==> src/rtl/mem_loader_pkg.sv <==
// Shared constants and FSM encoding for the serial frame-to-memory loader.
// S_CSUM only exists when MEM_LOADER_CHECKSUM_EN is defined.
package mem_loader_pkg;

  localparam int DEF_ADDRESS_WIDTH = 17;
  localparam int DEF_DATA_WIDTH    = 16;
  // ADDR2, ADDR1, ADDR0, LENH, LENL
  localparam int HDR_BYTES         = 5;

`ifdef MEM_LOADER_CHECKSUM_EN
  typedef enum logic [3:0] {
    S_ADDR2 = 4'd0,
    S_ADDR1 = 4'd1,
    S_ADDR0 = 4'd2,
    S_LENH  = 4'd3,
    S_LENL  = 4'd4,
    S_DHI   = 4'd5,
    S_DLO   = 4'd6,
    S_CSUM  = 4'd7,
    S_DONE  = 4'd8
  } state_e;
`else
  typedef enum logic [3:0] {
    S_ADDR2 = 4'd0,
    S_ADDR1 = 4'd1,
    S_ADDR0 = 4'd2,
    S_LENH  = 4'd3,
    S_LENL  = 4'd4,
    S_DHI   = 4'd5,
    S_DLO   = 4'd6,
    S_DONE  = 4'd8
  } state_e;
`endif

endpackage

==> src/rtl/mem_loader.sv <==
// Parses ADDR2/ADDR1/ADDR0/LENH/LENL + 2*count data byte frames into one-cycle memory writes.
// Optional trailing XOR checksum byte when MEM_LOADER_CHECKSUM_EN is defined.
module mem_loader
  import mem_loader_pkg::*;
#(
  parameter int ADDRESS_WIDTH = DEF_ADDRESS_WIDTH,
  parameter int DATA_WIDTH    = DEF_DATA_WIDTH
) (
  input  logic                     CLK,
  input  logic                     reset,
  input  logic                     in_valid,
  input  logic [7:0]               in_byte,
  output logic                     in_ready,
  output logic                     write_enable,
  output logic [ADDRESS_WIDTH-1:0] write_address,
  output logic [DATA_WIDTH-1:0]    data_out,
  output logic                     busy,
  output logic                     done,
  output logic                     error,
  output logic [3:0]               dbg_state
);

  // Handshake: a byte transfers on a rising edge where in_valid && in_ready;
  // in_ready is high in every byte-collecting state, low in S_DONE and during reset.

`ifdef MEM_LOADER_CHECKSUM_EN
  localparam state_e S_END = S_CSUM;
`else
  localparam state_e S_END = S_DONE;
`endif

  localparam logic [ADDRESS_WIDTH-1:0] ADDR_ONE = {{(ADDRESS_WIDTH-1){1'b0}}, 1'b1};

  state_e                   state_q, state_d;
  logic                     a16_q, a16_d;
  logic [7:0]               a15_8_q, a15_8_d;
  logic [ADDRESS_WIDTH-1:0] addr_q, addr_d;
  logic [15:0]              cnt_q, cnt_d;
  logic [7:0]               hi_q, hi_d;
  logic                     we_q, we_d;
  logic [ADDRESS_WIDTH-1:0] wa_q, wa_d;
  logic [DATA_WIDTH-1:0]    dout_q, dout_d;
  logic                     accept;
  logic [15:0]              len_full;
`ifdef MEM_LOADER_CHECKSUM_EN
  logic [7:0]               csum_q, csum_d;
  logic                     err_q, err_d;
`endif

  assign in_ready = ~reset & (state_q != S_DONE);
  assign accept   = in_valid & in_ready;
  assign len_full = {cnt_q[15:8], in_byte};

  always_comb begin
    state_d = state_q;
    a16_d   = a16_q;
    a15_8_d = a15_8_q;
    addr_d  = addr_q;
    cnt_d   = cnt_q;
    hi_d    = hi_q;
    we_d    = 1'b0;
    wa_d    = wa_q;
    dout_d  = dout_q;
`ifdef MEM_LOADER_CHECKSUM_EN
    csum_d  = csum_q;
    err_d   = 1'b0;
`endif
    case (state_q)
      S_ADDR2: if (accept) begin
        a16_d   = in_byte[0];
        state_d = S_ADDR1;
      end
      S_ADDR1: if (accept) begin
        a15_8_d = in_byte;
        state_d = S_ADDR0;
      end
      S_ADDR0: if (accept) begin
        addr_d  = ADDRESS_WIDTH'({a16_q, a15_8_q, in_byte});
        state_d = S_LENH;
      end
      S_LENH: if (accept) begin
        cnt_d   = {in_byte, 8'h00};
        state_d = S_LENL;
      end
      S_LENL: if (accept) begin
        cnt_d   = len_full;
        state_d = (len_full == 16'd0) ? S_END : S_DHI;
      end
      S_DHI: if (accept) begin
        hi_d    = in_byte;
        state_d = S_DLO;
      end
      S_DLO: if (accept) begin
        we_d    = 1'b1;
        wa_d    = addr_q;
        dout_d  = DATA_WIDTH'({hi_q, in_byte});
        addr_d  = addr_q + ADDR_ONE;
        cnt_d   = cnt_q - 16'd1;
        state_d = (cnt_q == 16'd1) ? S_END : S_DHI;
      end
`ifdef MEM_LOADER_CHECKSUM_EN
      S_CSUM: if (accept) begin
        err_d   = (in_byte != csum_q);
        state_d = S_DONE;
      end
`endif
      S_DONE:  state_d = S_ADDR2;
      default: state_d = S_ADDR2;
    endcase
`ifdef MEM_LOADER_CHECKSUM_EN
    // ADDR2 restarts the running XOR; the checksum byte itself is excluded.
    if (accept && state_q != S_CSUM) begin
      csum_d = (state_q == S_ADDR2) ? in_byte : (csum_q ^ in_byte);
    end
`endif
  end

  always_ff @(posedge CLK) begin
    if (reset) begin
      state_q <= S_ADDR2;
      a16_q   <= 1'b0;
      a15_8_q <= 8'h00;
      addr_q  <= '0;
      cnt_q   <= 16'h0000;
      hi_q    <= 8'h00;
      we_q    <= 1'b0;
      wa_q    <= '0;
      dout_q  <= '0;
`ifdef MEM_LOADER_CHECKSUM_EN
      csum_q  <= 8'h00;
      err_q   <= 1'b0;
`endif
    end else begin
      state_q <= state_d;
      a16_q   <= a16_d;
      a15_8_q <= a15_8_d;
      addr_q  <= addr_d;
      cnt_q   <= cnt_d;
      hi_q    <= hi_d;
      we_q    <= we_d;
      wa_q    <= wa_d;
      dout_q  <= dout_d;
`ifdef MEM_LOADER_CHECKSUM_EN
      csum_q  <= csum_d;
      err_q   <= err_d;
`endif
    end
  end

  // Gating with reset cancels a write or done that was registered the cycle before.
  assign write_enable  = we_q & ~reset;
  assign write_address = wa_q;
  assign data_out      = dout_q;
  assign busy          = ~reset & (state_q != S_ADDR2) & (state_q != S_DONE);
  assign done          = ~reset & (state_q == S_DONE);
`ifdef MEM_LOADER_CHECKSUM_EN
  assign error         = ~reset & err_q;
`else
  assign error         = 1'b0;
`endif
  assign dbg_state     = state_q;

endmodule

==> config.mk <==
export PLATFORM = sky130hd
export DESIGN_NAME = mem_loader
export DESIGN_NICKNAME = d
export VERILOG_FILES = /design/src/rtl/mem_loader_pkg.sv /design/src/rtl/mem_loader.sv
export SDC_FILE = /design/constraint.sdc
export NUM_CORES = 1
export LEC_CHECK = 0
export BUFFER_PORTS_ARGS = -buffer_cell sky130_fd_sc_hd__buf_2
export CAP_MARGIN = 20
export CORE_UTILIZATION = 43
export CTS_BUF_LIST = sky130_fd_sc_hd__clkbuf_8
export CTS_CLUSTER_SIZE = 8
export DETAILED_ROUTE_END_ITERATION = 10
export PLACE_DENSITY = 0.75
export SLEW_MARGIN = 20
export SYNTH_ARGS = -nofsm -noshare
export SYNTH_HDL_FRONTEND = slang
export SYNTH_SLANG_ARGS = --single-unit
==> constraint.sdc <==
create_clock -name CLK -period 1.85 [get_ports CLK]
set_clock_uncertainty 0.2 [all_clocks]
set_input_delay 0.185 -clock CLK [delete_from_list [all_inputs] [get_ports CLK]]
set_output_delay 0.185 -clock CLK [all_outputs]
set_load 0.02 [all_outputs]
==> impl_metrics.csv <==
group,metric,value,unit
synth,synth_warnings,0,
run_status,violations,"negative setup slack",
route,drtIter0Drc,272,
setup_path,crit_fanout,3,
die,dieArea,0.0103,mm²
sta,layout_setup_ws,-85.0,ps
global_routing,grt_pass1_wl,19300,µm
sta,hold_viol,0,
cts,cts_max_path_buffers,2,
pwr,peakVddDrop,0.345,mV
layout,multi_input_area,0.00246,mm²
route,wl,12400,µm
route,top_layer_used,"met4",
synth,syn_area,0.00427,mm²
sta,fmax,0.517,GHz
cts,clk_pin_slew,80,ps
synth,synthArstFlopShare,0,%
cts,clock_latency,360,ps
die,initial_core_util,44.1,%
layout,diodes,0,
die,num_rows,36,
sta,tightest_slew,583,ps
route,met3_length,629,µm
setup_path,start_kind,"register",
global_routing,grt.overflow.total,0,
cts,clockRootBuffer,"clkbuf_8",
synth,syn_nets,552,
flow_run,cap_violations,0,
route,first_pass_iters,5,
sta,setup_violations,4,
route,ant_nets,0,
setup_path,cp.required,1880,ps
die,fp.dieW,102,µm
layout,drive_above_1_share,27.4,%
layout,fillers,830,
worst_hold_path,hp-class,"input port to register",
die,io_pins,53,
cts,h-tree-depth,3,
route,remaining_drc_errors,0,
layout,seqCellArea,0.00179,mm²
route,via_per_inst,5.65,
route,wl_met2,6180,µm
sta,min_period,1930,ps
die,die_h,102,µm
place,dp_slack,-117,ps
sta,slew_viol_final,0,
place,dpl.hpwl,8400,µm
pwr,powerDensity,653,mW/mm²
layout,final_cell_area,0.00564,mm²
synth,ys_ff_latch,88,
pwr,totalPowerFinal,0.00368,W
setup_path,critPathArrivalTime,1970,ps
setup_path,crit_path_end_kind,"register",
layout,syn_to_final_growth,32.0,%
global_routing,grt_max_degree,35,
cts,clock_sinks,88,
setup_path,crit_type,"register to register",
route,wl_per_cell,16.0,µm
pwr,leakage,2.28,nW
route,m1WireLength,5340,µm
global_routing,antenna_found_initial,0,
cts,cts_tree,"built",
cts,cts-buffers-inserted,9,
route,num_vias,4377,
global_routing,track_usage,24.1,%
synth,synthFlopType,"dfxtp_1",
die,core,0.00968,mm²
place,place.gp.congestion,0.939,
layout,final_cells,775,
synth,ys_types,63,
synth,synth-edff-count,0,
sta,slew_headroom,61.1,%
sta,period_share,105,%
place,portBuffers,51,
run_status,status,"finished, violations left",
sta,rsz0062_at_grt,"yes",
place,post_dp_cell_area,0.00506,mm²
synth,avgSynthCellArea,7.94,µm²
synth,synth_seq_area_share,41.2,%
sta,whs,25.0,ps
place,placed_cells,744,
synth,synthCells,538,
global_routing,grt_pass1_vias,3953,
layout,final_nets,651,
[registers in the layout, summed over array words and instances (netlist names)]
register       count
dbg_state          4
a16_q              1
data_out          16
we_q               1
cnt_q             16
addr_q            17
hi_q               8
write_address     17
a15_8_q            8
[cells in the mapped netlist, types with 3 or more instances]
cell type / n / area share, %
ha_1: 3 / 0.88
nand4_1: 7 / 1.0
or4_1: 6 / 1.1
o211ai_1: 15 / 2.6
mux2i_1: 28 / 6.6
nor2_1: 35 / 3.1
clkbuf_1: 27 / 2.4
and3_1: 7 / 1.0
or3_1: 11 / 1.6
buf_2: 9 / 1.1
nor3_1: 6 / 0.70
dfxtp_1: 88 / 41
a211oi_1: 3 / 0.53
a21oi_1: 55 / 6.4
a32oi_1: 3 / 0.61
and2_1: 8 / 1.2
o21ai_0: 16 / 1.9
o311ai_0: 3 / 0.61
nor2b_1: 6 / 0.88
inv_1: 10 / 0.88
o221ai_1: 3 / 0.61
nand2b_1: 3 / 0.44
nand3_1: 21 / 2.5
a31oi_1: 3 / 0.44
and4_1: 3 / 0.61
buf_1: 4 / 0.35
nand2_1: 105 / 9.2
nor4_1: 5 / 0.73
[placed cells by master (no fill, tap or decap), types with 6 or more instances in the layout]
cell type / n
and3_1: 6
inv_1: 11
nand2_1: 104
buf_6: 6
o211ai_1: 15
and2_1: 7
clkbuf_8: 10
a21oi_1: 55
mux2i_1: 28
dfxtp_1: 76
dlygate4sd3_1: 7
nand3_1: 20
dfxtp_4: 6
buf_4: 60
dfxtp_2: 6
o21ai_0: 16
or3_1: 9
nand4_1: 7
buf_2: 50
nor2_1: 32
[worst max-delay path: stages (launching register included)]
cell and delay (ps):
dfxtp_2 320, or4_4 530, or4b_4 520, a21oi_4 150, a2111oi_1 90
[kinds of logic (layout without fill, tap and decap cells)]
kind of cell    after synthesis  in the layout  synth area share [%]
simple gates                236            236                  26.8
compound gates              129            129                  19.4
flops                        88             88                  41.2
buf+inv                      52            156                  4.92
mux                          28             28                  6.56
fa+ha+maj                     3              3                 0.878
other cells                   1              1                0.0877
xor+xnor                      1              1                 0.205
[layer usage]
layer	global-route usage, %	vias to the layer above
met4	8.81	0
li1	-	2122
met5	0	-
met3	5.31	26
met1	29.7	2074
met2	41.3	155
[worst paths after layout]
check                                       from                              to  slack (ps)  depth (start not counted)
setup / recovery          cnt_q[11]$_SDFFE_PP0P_       dbg_state[2]$_SDFFE_PP0P_         -80                          4
hold / removal                          in_valid              a16_q$_SDFFE_PP0P_          30                          4
setup reg to reg          cnt_q[11]$_SDFFE_PP0P_       dbg_state[2]$_SDFFE_PP0P_         -80                          4
hold reg to reg   write_address[16]$_SDFFE_PP0P_  write_address[16]$_SDFFE_PP0P_         250                          2
[stage by stage]
step | util, % | TNS, ps
floorplan | - | -129
global placement | 52.3 | -159
detailed placement | 52.3 | -746
CTS | 55.7 | -195
global route | 58.3 | -663
finish | 58.3 | -232
[area by class of cell]
class	instances	share of cell area [%]
inverter	11	0.776
sequential	88	31.8
clock buffer	10	2.44
multi-input combinational	398	43.5
timing repair buffer	129	17.1
tap	133	2.95
clock inverter	6	1.46
[repair_timing]
action                                 in CTS  in global routing
setup buffers                               0                  7
gates cloned                                0                  1
hold buffers                                7                  0
pin swaps                                   0                 11
setup endpoints to repair                  18                 24
gates resized for setup                    11                 35
endpoints found under the hold margin       8                  0
[power breakdown]
group	switching [W]	leakage, nW	internal, W
clock network	0.000680	0.114	0.000791
logic	0.000172	1.45	0.000126
registers	0.0000150	0.717	0.00190
total	0.000867	2.28	0.00282
Power figures use the tool's default switching activity.
